$ cat src/rtl/fft_result_reader_pkg.sv
// Shared constants and helpers for the FFT result reader.
// Holds the FSM state encodings and the clog2 helper used to size addresses.
package fft_result_reader_pkg;

  localparam logic [1:0] StIdle  = 2'd0;
  localparam logic [1:0] StRead  = 2'd1;
  localparam logic [1:0] StDrain = 2'd2;

  function automatic int unsigned clog2(input int unsigned value);
    int unsigned r;
    r = 0;
    while ((64'd1 << r) < 64'(value)) r++;
    return r;
  endfunction

endpackage

$ cat src/rtl/fft_mag_sq.sv
// Two-stage |x|^2 datapath: squares registered first, then their unsigned sum.
// The stall enable freezes both stages together; it contains no control logic.
module fft_mag_sq #(
  parameter int unsigned DATA_WIDTH = 16
) (
  input  logic                         clk,
  input  logic                         reset,
  input  logic                         enable,
  input  logic signed [DATA_WIDTH-1:0] re,
  input  logic signed [DATA_WIDTH-1:0] im,
  output logic [2*DATA_WIDTH-1:0]      mag
);

  localparam int unsigned MagWidth = 2 * DATA_WIDTH;

  logic signed [MagWidth-1:0] sq_re_q;
  logic signed [MagWidth-1:0] sq_im_q;

  // Sign-extend before multiplying so the product is a full-width signed square.
  always_ff @(posedge clk) begin
    if (reset) begin
      sq_re_q <= '0;
      sq_im_q <= '0;
      mag     <= '0;
    end else if (enable) begin
      sq_re_q <= MagWidth'(re) * MagWidth'(re);
      sq_im_q <= MagWidth'(im) * MagWidth'(im);
      mag     <= $unsigned(sq_re_q) + $unsigned(sq_im_q);
    end
  end

endmodule

$ cat src/rtl/fft_result_reader.sv
// Streams FFT result-RAM contents out as power (re^2 + im^2) beats with backpressure.
// Define FFT_READER_HALF_EN to read only the first N/2 bins (real-input spectrum).
module fft_result_reader
  import fft_result_reader_pkg::*;
#(
  parameter int unsigned N          = 1024,
  parameter int unsigned DATA_WIDTH = 16,
  parameter int unsigned ADDR_WIDTH = clog2(N)
) (
  input  logic                         clk,
  input  logic                         reset,
  input  logic                         fft_done,
  output logic [ADDR_WIDTH-1:0]        addr_rd,
  input  logic signed [DATA_WIDTH-1:0] o_real,
  input  logic signed [DATA_WIDTH-1:0] o_img,
  output logic                         m_valid,
  input  logic                         m_ready,
  output logic [2*DATA_WIDTH-1:0]      m_data,
  output logic [ADDR_WIDTH-1:0]        m_index,
  output logic                         m_last,
  output logic                         busy,
  output logic                         frame_done
);

  localparam int unsigned MagWidth = 2 * DATA_WIDTH;
`ifdef FFT_READER_HALF_EN
  localparam int unsigned LastBinInt = N / 2 - 1;
`else
  localparam int unsigned LastBinInt = N - 1;
`endif
  localparam logic [ADDR_WIDTH-1:0] LastBin = ADDR_WIDTH'(LastBinInt);

  logic [1:0]            state_q, state_d;
  logic [ADDR_WIDTH-1:0] addr_d;
  logic                  rd_v_q, rd_v_d;
  logic                  done_q;
  logic                  enable;
  logic                  accept;

  // Tags travel alongside the data: t1 matches the RAM output, t2 the square stage.
  logic                  t1_v_q, t2_v_q;
  logic [ADDR_WIDTH-1:0] t1_idx_q, t2_idx_q;

  // Skid copy of the RAM word visible in the first stall cycle; after that the
  // RAM shows the held address, which is one bin ahead of what the pipe needs.
  logic                         stall_q;
  logic signed [DATA_WIDTH-1:0] hold_re_q, hold_im_q;
  logic signed [DATA_WIDTH-1:0] mag_re, mag_im;
  logic [MagWidth-1:0]          mag;

  assign enable     = !(m_valid && !m_ready);
  assign accept     = m_valid && m_ready;
  assign frame_done = accept && m_last;
  assign busy       = (state_q != StIdle);
  assign m_data     = mag;
  assign mag_re     = stall_q ? hold_re_q : o_real;
  assign mag_im     = stall_q ? hold_im_q : o_img;

  always_comb begin
    state_d = state_q;
    addr_d  = addr_rd;
    rd_v_d  = rd_v_q;
    case (state_q)
      StIdle: begin
        if (fft_done && !done_q) begin
          state_d = StRead;
          addr_d  = '0;
          rd_v_d  = 1'b1;
        end
      end
      StRead: begin
        if (enable) begin
          if (addr_rd == LastBin) begin
            state_d = StDrain;
            rd_v_d  = 1'b0;
          end else begin
            addr_d = addr_rd + 1'b1;
          end
        end
      end
      StDrain: begin
        if (frame_done) state_d = StIdle;
      end
      default: state_d = StIdle;
    endcase
  end

  always_ff @(posedge clk) begin
    if (reset) begin
      state_q   <= StIdle;
      addr_rd   <= '0;
      rd_v_q    <= 1'b0;
      done_q    <= 1'b1;
      stall_q   <= 1'b0;
      hold_re_q <= '0;
      hold_im_q <= '0;
      t1_v_q    <= 1'b0;
      t1_idx_q  <= '0;
      t2_v_q    <= 1'b0;
      t2_idx_q  <= '0;
      m_valid   <= 1'b0;
      m_index   <= '0;
      m_last    <= 1'b0;
    end else begin
      state_q <= state_d;
      addr_rd <= addr_d;
      rd_v_q  <= rd_v_d;
      done_q  <= fft_done;
      stall_q <= !enable;
      if (!enable && !stall_q) begin
        hold_re_q <= o_real;
        hold_im_q <= o_img;
      end
      if (enable) begin
        t1_v_q   <= rd_v_q;
        t1_idx_q <= addr_rd;
        t2_v_q   <= t1_v_q;
        t2_idx_q <= t1_idx_q;
        m_valid  <= t2_v_q;
        m_index  <= t2_idx_q;
        m_last   <= t2_v_q && (t2_idx_q == LastBin);
      end
    end
  end

  fft_mag_sq #(
    .DATA_WIDTH(DATA_WIDTH)
  ) u_mag_sq (
    .clk   (clk),
    .reset (reset),
    .enable(enable),
    .re    (mag_re),
    .im    (mag_im),
    .mag   (mag)
  );

endmodule

$ cat config.mk
export PLATFORM = sky130hd
export DESIGN_NAME = fft_result_reader
export DESIGN_NICKNAME = d
export VERILOG_FILES = /design/src/rtl/fft_result_reader_pkg.sv /design/src/rtl/fft_mag_sq.sv /design/src/rtl/fft_result_reader.sv
export SDC_FILE = /design/constraint.sdc
export NUM_CORES = 2
export LEC_CHECK = 0
export BUFFER_PORTS_ARGS = -buffer_cell sky130_fd_sc_hd__buf_2
export CORE_AREA = 3 3 211 213
export DETAILED_ROUTE_END_ITERATION = 10
export DIE_AREA = 0 0 214 216
export PLACE_DENSITY = 0.73
export SLEW_MARGIN = 10
export SYNTH_ARGS = -nofsm -noshare
export SYNTH_HDL_FRONTEND = slang
export SYNTH_HIERARCHICAL = 1
export SYNTH_SLANG_ARGS = --single-unit
$ cat constraint.sdc
create_clock -name clk -period 15.3 [get_ports clk]
set_clock_uncertainty 0.05 [all_clocks]
set_input_delay 3.06 -clock clk [delete_from_list [all_inputs] [get_ports clk]]
set_output_delay 3.06 -clock clk [all_outputs]
set_load 0.005 [all_outputs]
==> qor.json <==
{
  "initial_standard_cell_utilization_of_the_core": {"value": 0.597},
  "cts_tree": {"value": "done"},
  "htree_num_levels": {"value": 4},
  "muxShareOfSynthArea": {"value": 0.0317},
  "mappedNetlistArea": {"value": 25600, "unit": "um^2"},
  "hold_viol_final": {"value": 0},
  "postRouteWirelength": {"value": 60.2, "unit": "mm"},
  "first_iter_violations": {"value": 1357},
  "min-delay-path-class": {"value": "reg2reg"},
  "detailedPlacementHpwl": {"value": 49.0, "unit": "mm"},
  "clk_pin_slew_worst_paths": {"value": 0.07, "unit": "ns"},
  "gp_routability_congestion": {"value": 0.917},
  "drcViolationCount": {"value": 0},
  "tritoncts.num_buffers": {"value": 17},
  "clock.fmax": {"value": 104, "unit": "MHz"},
  "critical_path_capture_point_type": {"value": "register"},
  "detail_route.vias_per_cell": {"value": 5.40},
  "timing.max_slew.rel_slack": {"value": 0.424},
  "adder_cell_share_of_the_synthesized_area": {"value": 0.469},
  "ys_async_sr_fraction": {"value": 0},
  "crit-reg2reg-launch": {"value": "stall_q"},
  "worst_path_most_repeated_cell": {"value": "fa_1"},
  "area_overhead_of_the_layout_relative_to_synthesis": {"value": 5.80, "unit": "%"},
  "setup_viol": {"value": 0},
  "grt_overflow": {"value": 0},
  "postLayoutCoreUtil": {"value": 0.631},
  "drt.antenna.violating_nets": {"value": 0},
  "rows": {"value": 76},
  "r2r_setup_slack": {"value": 7.49, "unit": "ns"},
  "path_buf_inv": {"value": 4},
  "die_area": {"value": 46200, "unit": "um^2"},
  "synthesis.yosys.warnings": {"value": 6},
  "ios": {"value": 92},
  "finalHoldWorstSlack": {"value": 0.399, "unit": "ns"},
  "n_antenna_cell": {"value": 0},
  "hold_end": {"value": "m_index[4]"},
  "timing_worst_setup_path_type": {"value": "in2reg"},
  "cts_root_cell": {"value": "clkbuf_16"},
  "dieHeight": {"value": 216, "unit": "um"},
  "tightest_pin_transition": {"value": 0.862, "unit": "ns"},
  "final_period_minus_worst_setup_slack": {"value": 9.63, "unit": "ns"},
  "chipWidth": {"value": 214, "unit": "um"},
  "synthesis.instances": {"value": 2848},
  "numClockSinks": {"value": 175},
  "post_drt_wl_per_cell": {"value": 17.3, "unit": "um"},
  "synth_top_family_by_area": {"value": "adder cells"},
  "hold_buffers": {"value": 0},
  "hold_start": {"value": "m_index[4]"},
  "r2r-end": {"value": "u_mag_sq/sq_im_q[30]"},
  "crit_required": {"value": 15.62, "unit": "ns"},
  "crit_slowest_cell": {"value": "fa_1"},
  "clockBufferDepth": {"value": 2},
  "timing.critical_path.cells": {"value": "buf_2, mux2_2, inv_1, nor2_1, fa_1, fa_1, fa_1, fa_1, fa_1, inv_1, fa_1, inv_1, ha_1, a21o_1, a21o_1, a2111oi_0, o21ai_0, and2_1, a221oi_1, o2111ai_1, xnor2_1, a22o_1"},
  "synth_area_per_cell": {"value": 8.98, "unit": "um^2"},
  "grt_start_max_net_pins": {"value": 82},
  "max_slew_vio_count": {"value": 0},
  "yosysUniqueCellTypes": {"value": 74},
  "core_area": {"value": 42900, "unit": "um^2"},
  "antenna_found_initial": {"value": 1},
  "grt_pass1_vias": {"value": 20192},
  "hold_path_depth": {"value": 2},
  "drv.max_cap_violation_count": {"value": 0},
  "status": {"value": "finished, final reports clean"},
  "synth-compound-area-share": {"value": 0.0905},
  "number_of_storage_elements_in_the_synthesis_netlist": {"value": 175},
  "finalNetCount": {"value": 3588},
  "cp.arrival": {"value": 9.95, "unit": "ns"},
  "synth_enable_flop_cells": {"value": 0},
  "synth_sequential_area_ratio": {"value": 0.137},
  "min_period_over_period": {"value": 0.629},
  "yosys_most_used_dff": {"value": "dfxtp_1"},
  "route.vias.total": {"value": 18742},
  "cts_setup_buffers": {"value": 0},
  "net_count_after_synthesis": {"value": 3563},
  "rsz0062_at_grt": {"value": "no"},
  "most_frequent_cells_in_the_layout": {"value": "inv_1 (653), fa_1 (468), nand2_1 (336)"},
  "worstSkewPairLatency": {"value": 0.48, "unit": "ns"},
  "final.setup.tns": {"value": 0, "unit": "ns"},
  "cp_top_family": {"value": "adder cells"},
  "grt_pass1_wl": {"value": 103, "unit": "mm"},
  "crit_path_max_fanout": {"value": 17},
  "synth_xor_xnor_area_share": {"value": 0.0394},
  "max_stage_delay": {"value": 0.71, "unit": "ns"},
  "ctsResizeCount": {"value": 0},
  "startpoint_type": {"value": "input port"},
  "yosys.area_share.simple": {"value": 0.121},
  "pre_repair_dr_iteration_count": {"value": 5},
  "final_layout_size_suffix_gt1_frac": {"value": 0.0693},
  "grt_usage": {"value": 0.277},
  "numPortBuffers": {"value": 91},
  "layout.cells.most_common": {"value": "inv_1"},
  "timing.reg2reg.worst_path_depth": {"value": 22}
}
[layer usage]
metal / global-route usage / routed length [um] / up-vias
li1: - / - / 8788
met3: 0.0465 / 3230 / 75
met4: 0.0641 / 1000 / 2
met5: 0 / 10 / -
met1: 0.384 / 27100 / 9443
met2: 0.460 / 28800 / 434
[worst reg2reg max path: stages, from the launching register on]
cell and delay (ns):
dfxtp_1 0.31, buf_4 0.41, mux2_2 0.59, inv_1 0.52
nor2_1 0.20, fa_1 0.66, fa_1 0.91, fa_1 0.53
fa_1 0.52, fa_1 0.50, inv_1 0.05, fa_1 0.47
inv_1 0.04, ha_1 0.35, a21o_1 0.20, a21o_1 0.17
a21o_1 0.19, a21o_1 0.18, a21oi_1 0.20, a21oi_1 0.13
a21oi_4 0.14, nor2_1 0.07, a2111oi_2 0.31
[synthesized netlist by cell type, drive strengths merged, types with 11 or more instances]
| cell | instances | area (um^2) |
|---|---|---|
| nand2b | 18 | 113 |
| xor2 | 37 | 324 |
| buf | 16 | 86.3 |
| xnor2 | 78 | 683 |
| ha | 211 | 2640 |
| dfxtp | 175 | 3500 |
| nor2 | 161 | 604 |
| and2 | 71 | 444 |
| a31o | 12 | 105 |
| a21oi | 138 | 713 |
| nor2b | 14 | 95.1 |
| fa | 468 | 9370 |
| o21a | 15 | 113 |
| mux2 | 32 | 360 |
| o21ai | 59 | 295 |
| nand3 | 28 | 140 |
| inv | 654 | 2450 |
| and3 | 11 | 68.8 |
| a211oi | 13 | 103 |
| a21o | 41 | 308 |
| mux2i | 45 | 450 |
| nor3 | 18 | 95.1 |
| clkbuf | 78 | 293 |
| nand2 | 337 | 1270 |
[per-stage QoR]
| step | setup slack (ns) | std cells | instance area [um^2] |
|---|---|---|---|
| after floorplan | 6.18 | 2848 | 25600 |
| after global placement | 5.36 | 3439 | 26500 |
| after detailed placement | 5.20 | 3439 | 26500 |
| after CTS | 5.70 | 3471 | 27100 |
| after global routing | 5.10 | 3471 | 27100 |
| final | 5.67 | 3471 | 27100 |
[how the worst max path moves through the flow]
stage               slack, ns       start                   end  cells after the start
floorplan                6.18   o_real[6]  u_mag_sq/sq_re_q[31]                     24
global placement         5.36  o_real[15]  u_mag_sq/sq_re_q[31]                     22
detailed placement       5.20  o_real[15]  u_mag_sq/sq_re_q[31]                     22
CTS                      5.70  o_real[15]  u_mag_sq/sq_re_q[31]                     22
global route             5.10  o_real[15]  u_mag_sq/sq_re_q[31]                     22
finish                   5.67  o_real[15]  u_mag_sq/sq_re_q[31]                     22
[sequential cells by signal (all words and copies together), names as in the netlist]
name / cells
hold_im_q: 16
t1_idx_q: 10
t1_v_q: 1
m_valid: 1
u_mag_sq/sq_re_q: 31
u_mag_sq/sq_im_q: 31
hold_re_q: 16
t2_idx_q: 10
stall_q: 1
m_last: 1
done_q: 1
state_q: 2
u_mag_sq/mag: 32
m_index: 10
t2_v_q: 1
rd_v_q: 1
addr_rd: 10
[layout make-up]
| cell class | instances | area (um^2) |
|---|---|---|
| multi-input cells | 1923 | 19200 |
| fillers | 3675 | 15800 |
| flip-flops and latches | 175 | 3500 |
| inverters | 656 | 2460 |
| well taps | 585 | 732 |
| repair buffers | 100 | 526 |
| clock buffers | 18 | 429 |
| clock inverters | 14 | 168 |
[kinds of logic (layout without fill, tap and decap cells)]
kind of cell,Yosys count,in the layout
flops,175,175
compound gates,357,357
simple gates,695,695
buf+inv,750,788
xor+xnor,115,115
fa+ha+maj,679,679
mux,77,77
Power is left out: the tool's default activity adds up to more than one toggle a clock period on the data nets, which glitch-free logic cannot reach.
